--- src/rtl/rxe_ipv4_hdrchk.sv ---
// Receive-path IPv4 header checker.
// Assembles bytes from a nibble or byte stream and can skip one 802.1Q tag.
// It identifies IPv4, checks IHL and the ones-complement header checksum,
// then pulses a done strobe and keeps a saturating count of flagged packets.
//
// Packet tracking (no explicit state enum; the flags below act as the FSM):
//   state        | meaning
//   wait_idle    | after reset or cancel, ignore beats until i_v is low
//   parsing      | counting bytes, capturing EtherType, waiting for byte H
//   active       | IPv4 confirmed, summing header words up to byte H+L-1
//   done/ignored | verdict given or packet not IPv4; hold until packet end
module rxe_ipv4_hdrchk #(
    parameter int DW       = 4,
    parameter bit OPT_VLAN = 1'b1,
    parameter int CNTW     = 16
) (
    input  logic            i_clk,
    input  logic            i_reset,
    input  logic            i_ce,
    input  logic            i_en,
    input  logic            i_cancel,
    input  logic            i_v,
    input  logic [DW-1:0]   i_d,
    output logic            o_err,
    output logic            o_ipv4,
    output logic            o_hdr_done,
    output logic [CNTW-1:0] o_err_count
);

    logic        wait_idle;
    logic        beat_ok;
    logic        byte_stb;
    logic [7:0]  cur_byte;
    logic [10:0] byte_idx;
    logic [15:0] etype;
    logic        vlan;
    logic        active;
    logic [10:0] hdr_end;
    logic [7:0]  word_hi;
    logic [15:0] acc;
    logic [10:0] hdr_start;
    logic [16:0] sum17;
    logic [15:0] acc_next;
    logic        cnt_max;

    assign beat_ok = i_ce && i_v && !i_cancel && !wait_idle;

    generate
        if (DW == 8) begin : g_byte
            assign byte_stb = beat_ok;
            assign cur_byte = i_d;
        end else begin : g_nib
            logic [3:0] nib_lo;
            logic       nib_phase;

            // Hold the first (low) nibble and track which half of the byte is due.
            always_ff @(posedge i_clk) begin
                if (i_reset) begin
                    nib_lo    <= 4'd0;
                    nib_phase <= 1'b0;
                end else if (i_ce) begin
                    if (!beat_ok) begin
                        nib_phase <= 1'b0;
                    end else begin
                        if (!nib_phase) nib_lo <= i_d;
                        nib_phase <= ~nib_phase;
                    end
                end
            end

            assign byte_stb = beat_ok && nib_phase;
            assign cur_byte = {i_d, nib_lo};
        end
    endgenerate

    assign hdr_start = vlan ? 11'd18 : 11'd14;
    assign sum17     = {1'b0, acc} + {1'b0, word_hi, cur_byte};
    assign acc_next  = sum17[15:0] + {15'd0, sum17[16]};
    assign cnt_max   = &o_err_count;

    // Byte counting, EtherType/VLAN capture, IHL check, checksum and verdict.
    always_ff @(posedge i_clk) begin
        if (i_reset) begin
            wait_idle   <= 1'b1;
            byte_idx    <= 11'd0;
            etype       <= 16'd0;
            vlan        <= 1'b0;
            active      <= 1'b0;
            hdr_end     <= 11'd0;
            word_hi     <= 8'd0;
            acc         <= 16'd0;
            o_err       <= 1'b0;
            o_ipv4      <= 1'b0;
            o_hdr_done  <= 1'b0;
            o_err_count <= '0;
        end else begin
            o_hdr_done <= 1'b0;
            if (i_ce) begin
                if (!i_v || i_cancel) begin
                    // A cancelled packet keeps being ignored until i_v drops.
                    wait_idle <= i_v;
                    byte_idx  <= 11'd0;
                    etype     <= 16'd0;
                    vlan      <= 1'b0;
                    active    <= 1'b0;
                    acc       <= 16'd0;
                    o_err     <= 1'b0;
                    o_ipv4    <= 1'b0;
                end else if (byte_stb) begin
                    if (byte_idx != 11'd2047) byte_idx <= byte_idx + 11'd1;
                    if (byte_idx == 11'd12) etype[15:8] <= cur_byte;
                    if (byte_idx == 11'd13) etype[7:0]  <= cur_byte;
                    if (OPT_VLAN && byte_idx == 11'd13 &&
                        etype[15:8] == 8'h81 && cur_byte == 8'h00) vlan <= 1'b1;
                    if (vlan && byte_idx == 11'd16) etype[15:8] <= cur_byte;
                    if (vlan && byte_idx == 11'd17) etype[7:0]  <= cur_byte;

                    if (byte_idx == hdr_start) begin
                        if (etype == 16'h0800 && cur_byte[7:4] == 4'h4) begin
                            o_ipv4 <= 1'b1;
                            if (cur_byte[3:0] < 4'd5) begin
                                o_hdr_done <= 1'b1;
                                o_err      <= i_en;
                                if (i_en && !o_err && !cnt_max)
                                    o_err_count <= o_err_count + {{(CNTW-1){1'b0}}, 1'b1};
                            end else begin
                                active  <= 1'b1;
                                hdr_end <= hdr_start + {5'd0, cur_byte[3:0], 2'b00} - 11'd1;
                                word_hi <= cur_byte;
                                acc     <= 16'd0;
                            end
                        end
                    end else if (active) begin
                        if (!byte_idx[0]) begin
                            word_hi <= cur_byte;
                        end else begin
                            acc <= acc_next;
                            if (byte_idx == hdr_end) begin
                                active     <= 1'b0;
                                o_hdr_done <= 1'b1;
                                o_err      <= i_en && (acc_next != 16'hFFFF);
                                if (i_en && (acc_next != 16'hFFFF) && !o_err && !cnt_max)
                                    o_err_count <= o_err_count + {{(CNTW-1){1'b0}}, 1'b1};
                            end
                        end
                    end
                end
            end
        end
    end

endmodule

--- config.mk ---
export PLATFORM = sky130hd
export DESIGN_NAME = rxe_ipv4_hdrchk
export DESIGN_NICKNAME = d
export VERILOG_FILES = /design/src/rtl/rxe_ipv4_hdrchk.sv
export SDC_FILE = /design/constraint.sdc
export NUM_CORES = 1
export LEC_CHECK = 0
export CAP_MARGIN = 10
export CORE_MARGIN = 3
export CORE_UTILIZATION = 60
export DETAILED_ROUTE_END_ITERATION = 10
export GPL_TIMING_DRIVEN = 0
export PLACE_DENSITY = 0.81
export SLEW_MARGIN = 15
export SYNTH_ARGS = -nofsm -noshare
export SYNTH_HDL_FRONTEND = slang
export SYNTH_SLANG_ARGS = --single-unit
export TNS_END_PERCENT = 100
--- constraint.sdc ---
create_clock -name i_clk -period 13.01 [get_ports i_clk]
set_input_delay 1.9515 -clock i_clk [delete_from_list [all_inputs] [get_ports i_clk]]
set_output_delay 1.9515 -clock i_clk [all_outputs]
set_load 0.005 [all_outputs]
## After elaboration in Yosys (flattened, before gate mapping)

Cells that the tools add are included.

- Flip-flop bits (word level): 89
- Output and inout bits: 19

- Add/sub/neg operators: 6
- $lt $le $gt $ge: 1
- Equality and inequality tests: 19
- Mux-type cells: 60
- Bitwise logic cells: 5
- Reductions and logical operators: 50

Operators with widths:

| cell | number |
|---|---|
| 16-bit 2-to-1 mux | 17 |
| 8-bit 2-to-1 mux | 9 |
| 11-bit 2-to-1 mux | 3 |
| 1-bit 2-to-1 mux | 30 |
| 11-bit by 4-bit equality test with 1-bit output (second input constant) | 2 |
| 11-bit by 5-bit equality test with 1-bit output (second input constant) | 2 |
| 2-bit nonzero test | 9 |
| 16-bit by 16-bit adder with 17-bit output | 1 |
| 16-bit by 1-bit adder with 16-bit output | 1 |
| 16-bit by 1-bit adder with 16-bit output (second input constant) | 1 |
| 16-bit by 12-bit equality test with 1-bit output (second input constant) | 1 |
| 16-bit inequality test (second input constant) | 1 |
| 16-bit AND reduction | 1 |
| 3-bit AND reduction | 5 |
| 3-bit nonzero test | 5 |
| 1-bit logical AND | 14 |
| 7-bit AND reduction | 2 |
| 6-bit AND reduction | 2 |
| 11-bit by 1-bit adder with 11-bit output (second input constant) | 1 |
| 11-bit equality test | 1 |
| 11-bit by 5-bit equality test with 1-bit output | 1 |
| 11-bit inequality test (second input constant) | 1 |
| 10-bit AND reduction | 1 |
| 8-bit equality test (second input constant) | 1 |
| 16 further kinds | 29 |

## Longest topological paths before layout

- Word-level depth: 11
- Mapped depth: 23

## Least setup slack after synthesis

No wires, ideal clock.

- Path kind: input-to-reg
- Start: in i_d[1]
- End: reg o_err_count[10]
- Data arrival time: 6.139 ns
- Data required time: 12.889 ns
- Slack: 6.749 ns
- Cell stages on the path: 21
- Buffers on the path: 1
- Cells stage by stage: ha_1 -> buf_4 -> o211ai_2 -> a21oi_2 -> o21ai_1 -> a21oi_1 -> o21ai_0 -> a21oi_1 -> o21ai_0 -> nand2b_1 -> ha_1 -> ha_1 -> o2111ai_1 -> a2111o_1 -> nor4_4 -> or4b_1 -> a21o_1 -> a2111oi_4 -> nor3b_2 -> and3_1 -> mux2_4

- Longest elaborated chain between the ends: 8
- Elaborated cells on any way between the ends: 11
- Those cells by class: 2 x add/sub; 3 x eq/ne; 6 x reduce/logical

RTL lines:

| item | RTL line | text |
|---|---|---|
| start: declaration | 23 | `input logic [DW-1:0] i_d,` |
| 16-bit by 16-bit adder with 17-bit output | 77 | `assign sum17 = {1'b0, acc} + {1'b0, word_hi, cur_byte};` |
| 16-bit by 1-bit adder with 16-bit output | 78 | `assign acc_next = sum17[15:0] + {15'd0, sum17[16]};` |
| 16-bit inequality test | 142 | `if (i_en && (acc_next != 16'hFFFF) && !o_err && !cnt_max)` |
| 1-bit logical AND (3 in a row) | 142 |  |
| 2-bit nonzero test (no line) | n/a |  |
| 10-bit AND reduction (no line) (*) | n/a |  |
| end signal: assignment | 125 | `o_err_count <= o_err_count + {{(CNTW-1){1'b0}}, 1'b1};` |
| end signal: assignment | 143 | `o_err_count <= o_err_count + {{(CNTW-1){1'b0}}, 1'b1};` |
| end: declaration | 27 | `output logic [CNTW-1:0] o_err_count` |

Every way passes the cells marked *; elsewhere a longest branch is shown, timed or not.
A chain may end at the register's enable or synchronous reset.

## Worst setup path in the final report

- Start: in i_d[0]
- End: reg o_err_count[1]

Same word-level chain as after synthesis.

==> summary.md <==
| Metric | Value |
|---|---|
| Most common cell after layout, fill and taps aside | `nor2_1` |
| Post-synth top area cell | `dfxtp_1` |
| Inserted Diodes | `0` |
| Fin. max-slew vios | `0` |
| Flop pwr share | `53.6%` |
| CP required | `13.25 ns` |
| Final antenna-violating net count | `0` |
| Initial DRC count | `342` |
| Main synth FF type | `dfxtp_1` |
| Global route overflow | `0` |
| Average cell area after synthesis | `8.07 µm²` |
| Switching power summed over all nets | `0.117 mW` |
| Post-synth EDFFs | `0` |
| Relative slew margins | `23.5%` |
| Placer congestion estimate | `0.929` |
| Switch share | `24.2%` |
| PortBufs | `27` |
| Syn Inst Count | `666` |
| CTS Hold Bufs | `0` |
| CTS Buf Count | `9` |
| H-Tree Depth | `3` |
| Sequential cell area | `0.00168 mm²` |
| Critical Path AT | `7.92 ns` |
| TritonCTS clock tree | `built` |
| Slowest CP cell | `a2111oi_0` |
| Worst VDD drop | `0.0000825 V` |
| Clk Latency, worst-skew pair | `0.37 ns` |
| Sum Neg Setup Slack | `0 ns` |
| Clock-pin slew on the worst setup and hold paths | `0.08 ns` |
| Least-Margin Pin Slew | `1.14 ns` |
| Gr usage total | `29.4%` |
| Site Rows | `33` |
| Drt total wl | `14,300 µm` |
| Hold Fails Final Rpt | `0` |
| Clock Power Share | `40.4%` |
| DR WL/cell | `17.5 µm` |
| First-pass GRT wire length | `23,800 µm` |
| Critical path's most frequent cell | `ha_1` |
| Clock Path Buffers | `2` |
| Die height | `101 µm` |
| Core area | `0.00846 mm²` |
| Pint | `0.366 mW` |
| DIE WIDTH | `101 µm` |
| Antenna violations before repair | `0` |
| Yosys reg bits | `84` |
| Commonest cells after routing, fill and taps aside | `nor2_1, dfxtp_1, nand2_1` |
| Max-cap violations | `0` |
| Post-route DRC | `0` |
| WS Path Type | `in -> reg` |
| RSZ-0062 raised after global routing | `no` |
| Vias/cell | `6.31` |
| Synth Cell Area | `0.00538 mm²` |
| Leakage | `2.26 nW` |
| Worst path cell trace | `clkdlybuf4s50_1 -> ha_1 -> buf_2 -> o211ai_2 -> a21oi_2 -> o21ai_1 -> a21oi_1 -> o21ai_0 -> a21oi_1 -> o21ai_0 -> nand2b_1 -> ha_1 -> ha_1 -> o2111ai_1 -> a2111o_1 -> nor4_4 -> or4b_1 -> a21o_1 -> a2111oi_0 -> o21a_1 -> mux2i_1 -> nor2_1` |
| Pre-CTS setup slack | `5.08 ns` |
| Sequential share of the synthesized area | `31.3%` |
| Post-route minimum period | `7.68 ns` |
| Initial Util | `63.5%` |
| CP max stage delay | `0.79 ns` |
| CTS root buffer | `clkbuf_8` |
| Setup Fix Bufs, Post-CTS | `0` |
| F_max | `0.130 GHz` |
| FFs w/ async S/R, synth | `0%` |
| Die area | `0.0101 mm²` |
| Via count | `5,135` |
| Syn Nets | `704` |
| Worst Hold Class | `reg -> reg` |
| Nets@finish | `742` |
| Synth area leaders | `dfxtp_1, nor2_1, ha_1` |
| Critical Path Fanout Max | `7` |
| Placed Area | `0.00578 mm²` |
| Clk_skew | `0.0142 ns` |
| Design area | `0.00600 mm²` |
| Worst setup SP type | `primary input` |
| IO Pins | `29` |
| TritonRoute pass-1 iters | `5` |
| Layout fillers | `684` |
| Critical path capture point type | `flip-flop` |
| Area of the multi-input gates | `0.00353 mm²` |
| Crit share post-route | `59.0%` |
| Clk sinks | `84` |
| Post-cts sizing count | `0` |
| Comb pwr share | `6.0%` |
| Layout cell share with drive strength beyond 1 | `7.05%` |
| Outcome | `finished clean` |
| Largest net degree at the start of global routing | `15` |
| Area Growth Syn to Fin | `11.7%` |
| Share of the synthesized area in the top cell type | `31.3%` |
| Final HPWL DP | `10,800 µm` |
| Final WS setup | `5.33 ns` |
| Cell variety after synth | `78` |
| Pwr/cell area | `80.4 mW/mm²` |
| Final setup vio count | `0` |
| Synth Warn # | `0` |
| Vias in the first global route | `4,832` |
==> Yosys cell counts (3+ instances only) <==
| master | count |
|---|---|
| nand4_1 | 7 |
| a21oi_1 | 43 |
| nor4_1 | 13 |
| o21bai_1 | 3 |
| a31oi_1 | 4 |
| mux2i_1 | 16 |
| nor3_1 | 19 |
| or2_2 | 4 |
| o2111ai_1 | 4 |
| nand2_1 | 52 |
| nor2b_1 | 7 |
| a22oi_1 | 16 |
| or3_1 | 8 |
| o21a_1 | 5 |
| nand3_1 | 42 |
| inv_1 | 21 |
| dfxtp_1 | 84 |
| xor2_1 | 10 |
| clkbuf_1 | 20 |
| o21ai_1 | 3 |
| nand2b_1 | 10 |
| o211a_1 | 3 |
| a21boi_0 | 5 |
| mux2_2 | 4 |
| and2_1 | 9 |
| or4_1 | 3 |
| a21o_1 | 8 |
| nor2_1 | 90 |
| o211ai_1 | 4 |
| o21ai_0 | 18 |
| buf_1 | 3 |
| a211oi_1 | 6 |
| and3_1 | 12 |
| xnor2_1 | 27 |
| ha_1 | 26 |
==> final timing paths <==
path         cells past startpoint  slack [ns]              to             from
max reg2reg                     22        6.60  o_err_count[1]  g_nib.nib_lo[0]
min                              2        0.45        etype[6]         etype[6]
min reg2reg                      2        0.45        etype[6]         etype[6]
max                             22        5.33  o_err_count[1]           i_d[0]
==> logic make-up after synthesis <==
group,after synthesis,synth area share (%)
simple gates,293,27.5
compound gates,155,20.5
flops,84,31.3
buf+inv,47,3.40
xor+xnor,38,6.45
fa+ha+maj,28,6.80
mux,21,4.10
==> per-layer routing <==
metal	vias to the layer above	wire (µm)	GRT usage, %
li1	2495	-	-
met1	2414	6730	41.8
met2	196	6220	43.9
met3	30	930	6.51
met4	0	372	10.2
met5	-	0	0
==> registers in the layout, indices dropped and copies added (netlist names) <==
name / cells
word_hi: 8
active: 1
byte_idx: 11
o_err: 1
g_nib.nib_lo: 4
o_ipv4: 1
g_nib.nib_phase: 1
o_hdr_done: 1
etype: 16
vlan: 1
hdr_end: 6
wait_idle: 1
acc: 16
o_err_count: 16
==> worst max-delay path: cells and delay by family <==
kind / cells / cell delay, ns
compound gates: 12 / 3.10
fa+ha+maj: 3 / 0.84
mux: 1 / 0.21
buf+inv: 2 / 0.79
simple gates: 4 / 1.02
==> cell type report <==
| type | count | share of cell area (%) |
|---|---|---|
| Buffer | 26 | 1.73 |
| Tap cell | 105 | 2.19 |
| Inverter | 21 | 1.31 |
| Clock inverter | 5 | 1.00 |
| Sequential cell | 84 | 28.0 |
| Timing Repair Buffer | 27 | 4.50 |
| Multi-Input combinational cell | 535 | 58.7 |
| Clock buffer | 11 | 2.52 |
==> power groups by stage <==
stage,sequential [mW],combinational [mW],clock (mW)
after global routing,0.259,0.0314,0.210
final,0.258,0.0289,0.195
after detailed placement,0.264,0.0282,0
after floorplan,0.264,0.0173,0
after global placement,0.264,0.0274,0
after CTS,0.258,0.0284,0.197
==> stage by stage <==
step / util [%] / instances / power, mW / hold WS (ns)
floorplan: - / 666 / 0.281 / 0.427
global placement: 68.3 / 798 / 0.292 / 0.434
detailed placement: 68.3 / 798 / 0.293 / 0.440
CTS: 70.8 / 814 / 0.484 / 0.452
global route: 70.9 / 814 / 0.500 / 0.478
finish: 70.9 / 814 / 0.483 / 0.452
No activity file was read; power rests on OpenSTA's default activity.
